===== config.mk =====
export PLATFORM = sky130hd
export DESIGN_NAME = cic_decimator_nstage
export DESIGN_NICKNAME = d
export VERILOG_FILES = /design/src/rtl/cic_decimator_nstage.sv
export SDC_FILE = /design/constraint.sdc
export NUM_CORES = 1
export LEC_CHECK = 0
export ABC_AREA = 1
export CAP_MARGIN = 30
export CORE_ASPECT_RATIO = 1.75
export CORE_MARGIN = 3
export CORE_UTILIZATION = 60
export DETAILED_ROUTE_END_ITERATION = 6
export GPL_TIMING_DRIVEN = 1
export HOLD_SLACK_MARGIN = 0.06
export PLACE_DENSITY = 0.79
export SLEW_MARGIN = 20
export SYNTH_ARGS = -nofsm -noshare
export SYNTH_HDL_FRONTEND = slang
export SYNTH_SLANG_ARGS = --single-unit

===== constraint.sdc =====
create_clock -name clk -period 3.1 [get_ports clk]
set_input_delay 0.93 -clock clk [delete_from_list [all_inputs] [get_ports clk]]
set_output_delay 0.93 -clock clk [all_outputs]
set_load 0.01 [all_outputs]

===== src/rtl/cic_decimator_nstage.sv =====
// Generalised N-stage CIC decimator: integrators at the input rate, runtime-programmable
// decimation, pipelined combs, output priming and a valid/ready port with sticky overrun.
module cic_decimator_nstage #(
  parameter int unsigned IN_WIDTH = 2,
  parameter int unsigned ORDER    = 2,
  parameter int unsigned RMAX     = 256,
  parameter int unsigned RW       = $clog2(RMAX) + 1,
  parameter int unsigned AW       = IN_WIDTH + ORDER * $clog2(RMAX)
) (
  input  logic                       clk,
  input  logic                       reset,
  input  logic                       en,
  input  logic signed [IN_WIDTH-1:0] din,
  input  logic        [RW-1:0]       ratio,
  output logic signed [AW-1:0]       dout,
  output logic                       dout_valid,
  input  logic                       dout_ready,
  output logic                       overrun,
  output logic                       primed
);
  localparam int unsigned CW = $clog2(RMAX);
  localparam int unsigned PW = $clog2(ORDER + 1);

  typedef enum logic [0:0] {StPrime, StRun} state_e;

  logic signed [AW-1:0] din_ext;
  logic        [RW-1:0] ratio_clamped;
  logic signed [AW-1:0] integ_q [ORDER];
  logic        [CW-1:0] cnt_q;
  logic        [RW-1:0] ratio_q;
  logic                 wrap;
  logic                 dec_stb_q;
  logic                 dec_tag_q;
  logic signed [AW-1:0] comb_x     [ORDER];
  logic signed [AW-1:0] comb_y_q   [ORDER];
  logic signed [AW-1:0] comb_dly_q [ORDER];
  logic     [ORDER-1:0] comb_stb_in, comb_tag_in, comb_stb_q, comb_tag_q;
  state_e               state_q, state_d;
  logic        [PW-1:0] prime_cnt_q, prime_cnt_d;
  logic signed [AW-1:0] dout_q, dout_d;
  logic                 valid_q, valid_d, overrun_q, overrun_d;

  assign din_ext = {{(AW - IN_WIDTH){din[IN_WIDTH-1]}}, din};

  always_comb begin
    ratio_clamped = ratio;
    if (ratio < RW'(2)) begin
      ratio_clamped = RW'(2);
    end else if (ratio > RW'(RMAX)) begin
      ratio_clamped = RW'(RMAX);
    end
  end

  assign wrap = en && ({1'b0, cnt_q} == (ratio_q - RW'(1)));

  always_ff @(posedge clk) begin
    if (!reset) begin
      for (int unsigned i = 0; i < ORDER; i++) integ_q[i] <= '0;
    end else if (en) begin
      integ_q[0] <= integ_q[0] + din_ext;
      for (int unsigned i = 1; i < ORDER; i++) integ_q[i] <= integ_q[i] + integ_q[i-1];
    end
  end

  // The tag marks the last block at the old ratio; priming restarts once its result emerges.
  always_ff @(posedge clk) begin
    if (!reset) begin
      cnt_q     <= '0;
      ratio_q   <= ratio_clamped;
      dec_stb_q <= 1'b0;
      dec_tag_q <= 1'b0;
    end else begin
      dec_stb_q <= wrap;
      dec_tag_q <= wrap && (ratio_clamped != ratio_q);
      if (wrap) begin
        cnt_q   <= '0;
        ratio_q <= ratio_clamped;
      end else if (en) begin
        cnt_q <= cnt_q + CW'(1);
      end
    end
  end

  always_comb begin
    comb_x[0]      = integ_q[ORDER-1];
    comb_stb_in[0] = dec_stb_q;
    comb_tag_in[0] = dec_tag_q;
    for (int unsigned i = 1; i < ORDER; i++) begin
      comb_x[i]      = comb_y_q[i-1];
      comb_stb_in[i] = comb_stb_q[i-1];
      comb_tag_in[i] = comb_tag_q[i-1];
    end
  end

  always_ff @(posedge clk) begin
    if (!reset) begin
      comb_stb_q <= '0;
      comb_tag_q <= '0;
      for (int unsigned i = 0; i < ORDER; i++) begin
        comb_y_q[i]   <= '0;
        comb_dly_q[i] <= '0;
      end
    end else begin
      comb_stb_q <= comb_stb_in;
      comb_tag_q <= comb_tag_in;
      for (int unsigned i = 0; i < ORDER; i++) begin
        if (comb_stb_in[i]) begin
          comb_y_q[i]   <= comb_x[i] - comb_dly_q[i];
          comb_dly_q[i] <= comb_x[i];
        end
      end
    end
  end

  always_comb begin
    state_d     = state_q;
    prime_cnt_d = prime_cnt_q;
    dout_d      = dout_q;
    valid_d     = valid_q && !dout_ready;
    overrun_d   = overrun_q;
    if (comb_stb_q[ORDER-1]) begin
      if (state_q == StRun) begin
        if (!valid_q || dout_ready) begin
          dout_d  = comb_y_q[ORDER-1];
          valid_d = 1'b1;
        end else begin
          overrun_d = 1'b1;
        end
      end else if (prime_cnt_q == PW'(ORDER - 1)) begin
        state_d     = StRun;
        prime_cnt_d = '0;
      end else begin
        prime_cnt_d = prime_cnt_q + PW'(1);
      end
      if (comb_tag_q[ORDER-1]) begin
        state_d     = StPrime;
        prime_cnt_d = '0;
      end
    end
  end

  always_ff @(posedge clk) begin
    if (!reset) begin
      state_q     <= StPrime;
      prime_cnt_q <= '0;
      dout_q      <= '0;
      valid_q     <= 1'b0;
      overrun_q   <= 1'b0;
    end else begin
      state_q     <= state_d;
      prime_cnt_q <= prime_cnt_d;
      dout_q      <= dout_d;
      valid_q     <= valid_d;
      overrun_q   <= overrun_d;
    end
  end

  assign dout       = dout_q;
  assign dout_valid = valid_q;
  assign overrun    = overrun_q;
  assign primed     = (state_q == StRun);

endmodule


==> Implementation_results.wiki <==
{| class="wikitable"
! Metric !! Value
|-
| Result of the run || complete, no violations
|-
| Remaining number of nets flagged by the antenna check after routing || 0
|-
| HPWL after detailed placement || 15400 microns
|-
| Post-detailed-route via-to-cell ratio || 5.51
|-
| Synthesis-to-finish area growth || 14.4%
|-
| Max-slew violation count || 0
|-
| Startpoint of the worst register-to-register path || integ_q[0][18]$_SDFFCE_PN0P_
|-
| Cell leakage power || 0.00519 uW
|-
| Clock tree from TritonCTS || yes
|-
| Worst Tran Pin Value || 0.901 ns
|-
| Via count of the first global-routing pass || 8247
|-
| Switching fraction of total power || 31.3%
|-
| Class of the worst hold path || reg -> reg
|-
| Cell area after technology mapping || 0.00958 sq mm
|-
| Fraction of registers with async set/reset || 0%
|-
| Capturing element type of the critical path || flip-flop
|-
| GRT Util Overall || 25.0%
|-
| Maximum level of the CTS H-tree || 4
|-
| Share of layout cells above drive strength 1 || 5.47%
|-
| CP most frequent cell || nand2_1
|-
| Final wirelength || 20900 microns
|-
| Power per cell area || 505 mW/mm^2
|-
| Y dimension of the die || 173 microns
|-
| Cell type with the highest aggregate area in the netlist || edfxtp_1
|-
| Gpl congestion || 0.912
|-
| Die Wd || 102 microns
|-
| Minimum setup slack after placement || -0.0442 ns
|-
| Setup bufs post-CTS || 0
|-
| Register bit total from synthesis || 154
|-
| Number of DRC markers after the initial detailed-route iteration || 386
|-
| Final Total Pwr || 5530 uW
|-
| Startpoint types || primary input
|-
| Total number of placement rows || 60
|-
| Distinct cells, synth || 36
|-
| Largest incremental delay on the critical path || 0.45 ns
|-
| Peak clock frequency supported by timing || 369 MHz
|-
| Total via count in the routed design || 8176
|-
| Core ar. || 0.0155 sq mm
|-
| Fraction of synthesized cell area taken by the top area cell type || 36.7%
|-
| Worst Min Path Start || comb_tag_q[0]$_SDFF_PN0_
|-
| Residual DRC || 0
|-
| Detailed-route wire length per cell || 14.1 microns
|-
| Max clock buf depth || 2
|-
| Final clock period utilization by the worst path || 87.4%
|-
| Most common cell after layout, fill and taps aside || nand2_1
|-
| Clk Latency, worst-skew pair || 0.43 ns
|-
| Arr. time, crit path || 2.89 ns
|-
| First-pass GRT wire length || 35600 microns
|-
| Initial DRT Pass Iterations || 5
|-
| ANT cells || 0
|-
| Unrepaired setup endpoints after global routing || false
|-
| Post-synthesis cell count || 1217
|-
| Utilization after layout || 70.5%
|-
| Hold Fails Final Rpt || 0
|-
| Inserted Clock Buffers || 17
|-
| Largest fanout on the critical path || 12
|-
| Clock network fraction of total power || 37.4%
|-
| # hold bufs at CTS || 0
|-
| Register area share after synthesis || 44.4%
|-
| Initial core utilization || 61.7%
|-
| Fin Clk Skew || 0.0166 ns
|-
| Final count of negative-setup-slack endpoints || 0
|-
| Overall overflow remaining after global route || 0
|-
| Max-capacitance violation count || 0
|-
| Worst setup path start || din[1]
|-
| Worst Path Required || 3.28 ns
|-
| Net count reported at finish || 1373
|-
| Combinational Power Share || 19.3%
|-
| Highest ir drop seen on vdd || 0.358 mV
|-
| Number of port buffers || 35
|-
| Cell Chain, Critical Path || clkdlybuf4s50_1 > buf_12 > ha_1 > inv_1 > o21ai_0 > o21bai_1 > nand3_1 > a21boi_0 > nand2_1 > nand2_1 > nor2_1
|-
| Most frequent cells in the layout || nand2_1, nor2_1, inv_1
|-
| Cell-internal power || 3800 uW
|-
| Number of top-level pins || 36
|-
| Root cell of the clock tree || clkbuf_16
|-
| Critical path's slowest cell || clkdlybuf4s50_1
|-
| Final setup margin || 0.391 ns
|-
| Clock transition at the register clock pins on the worst setup and hold paths after CTS || 0.07 ns
|-
| Reg-to-reg setup timing slack || 0.55 ns
|-
| Most used flip-flop cell after synthesis || edfxtp_1
|-
| Total nets after synthesis || 1306
|-
| Clock sink total || 154
|-
| Sequential share of power || 43.3%
|-
| Switching Power || 1730 uW
|-
| Max-Slew Margin vs Limit || 39.9%
|-
| Time the final worst path needs with I/O delays and setup || 2.71 ns
|-
| Average cell area after synthesis || 7.88 sq um
|-
| Cell types occupying the most area after synthesis || edfxtp_1, ha_1, nand2_1
|-
| Die Area || 0.0176 sq mm
|-
| Syn. warnings || 0
|-
| Number of flops mapped to enable cells by yosys || 117
|-
| Critical path class || in -> reg
|-
| Pin count of the biggest net entering global routing || 47
|-
| Post-cts sizing count || 0
|-
| Antenna violations before repair || 0
|}
[critical path: cells and delay by family]
kind            cells  cell delay [ns]
compound gates      3             0.59
fa+ha+maj           1             0.31
buf+inv             3             0.69
simple gates        4             0.36
[final cells by class]
cell class,count,area (sq um)
fill,1244,4580
inverter,194,728
clock inverter,15,166
sequential,154,4250
tap,186,233
clock buffer,17,425
timing repair buffer,65,626
multi-input combinational,852,4530
[state kept, by name, summed over array words and instances, names as in the netlist]
name / count
cnt_q: 8
dec_tag_q: 1
overrun: 1
comb_tag_q: 2
prime_cnt_q: 2
comb_stb_q: 2
comb_y_q: 36
ratio_q: 9
primed: 1
dout: 18
dec_stb_q: 1
integ_q: 36
dout_valid: 1
comb_dly_q: 36
[synthesized netlist by cell type, types with 11 or more instances]
library cell	instances
nand2_1	217
nor2_1	209
inv_1	193
edfxtp_1	117
a21oi_1	111
nand3_1	74
ha_1	70
o21ai_0	67
dfxtp_1	37
nor3_1	19
a21o_1	13
o21bai_1	11
[path summary, 6_finish.rpt]
check	end	cells after the start
hold / removal	comb_tag_q[1]$_SDFF_PN0_	2
hold reg to reg	comb_tag_q[1]$_SDFF_PN0_	2
setup / recovery	integ_q[0][13]$_SDFFCE_PN0P_	11
setup reg to reg	comb_y_q[0][14]$_SDFFCE_PN0P_	13
[power groups by stage]
| stage | registers, uW | clock network (uW) | logic [uW] |
|---|---|---|---|
| 2_1_floorplan | 2410 | 0 | 757 |
| 3_3_place_gp | 2440 | 0 | 1020 |
| 3_5_place_dp | 2440 | 0 | 1040 |
| 4_1_cts | 2400 | 2090 | 1060 |
| 5_1_grt | 2410 | 2170 | 1210 |
| 6_report | 2400 | 2070 | 1070 |
[layer usage]
layer  track usage [%]  wire length [microns]  up-vias
li1                  -                      -     4162
met1              25.0                   7660     3762
met2              48.7                  11900      191
met3              3.27                    595       61
met4              11.1                    765        0
met5                 0                      0        -
[kinds of logic (layout without fill, tap and decap cells)]
| family | Yosys count | in the layout | share of synthesized area [%] |
|---|---|---|---|
| simple gates | 533 | 533 | 22.5 |
| buf+inv | 211 | 291 | 8.43 |
| fa+ha+maj | 74 | 74 | 9.97 |
| mux | 1 | 1 | 0.104 |
| compound gates | 230 | 230 | 13.3 |
| flops | 154 | 154 | 44.4 |
| xor+xnor | 14 | 14 | 1.28 |
[through the flow]
step / hold WS, ns / instance area, sq um / std cells / TNS [ns]
floorplan: 0.390 / 9580 / 1217 / 0
global placement: 0.393 / 10400 / 1450 / 0
detailed placement: 0.400 / 10400 / 1451 / -0.106
CTS: 0.417 / 11000 / 1483 / 0
global route: 0.432 / 11000 / 1483 / 0
finish: 0.413 / 11000 / 1483 / 0
(Power assumes the default switching activity.)
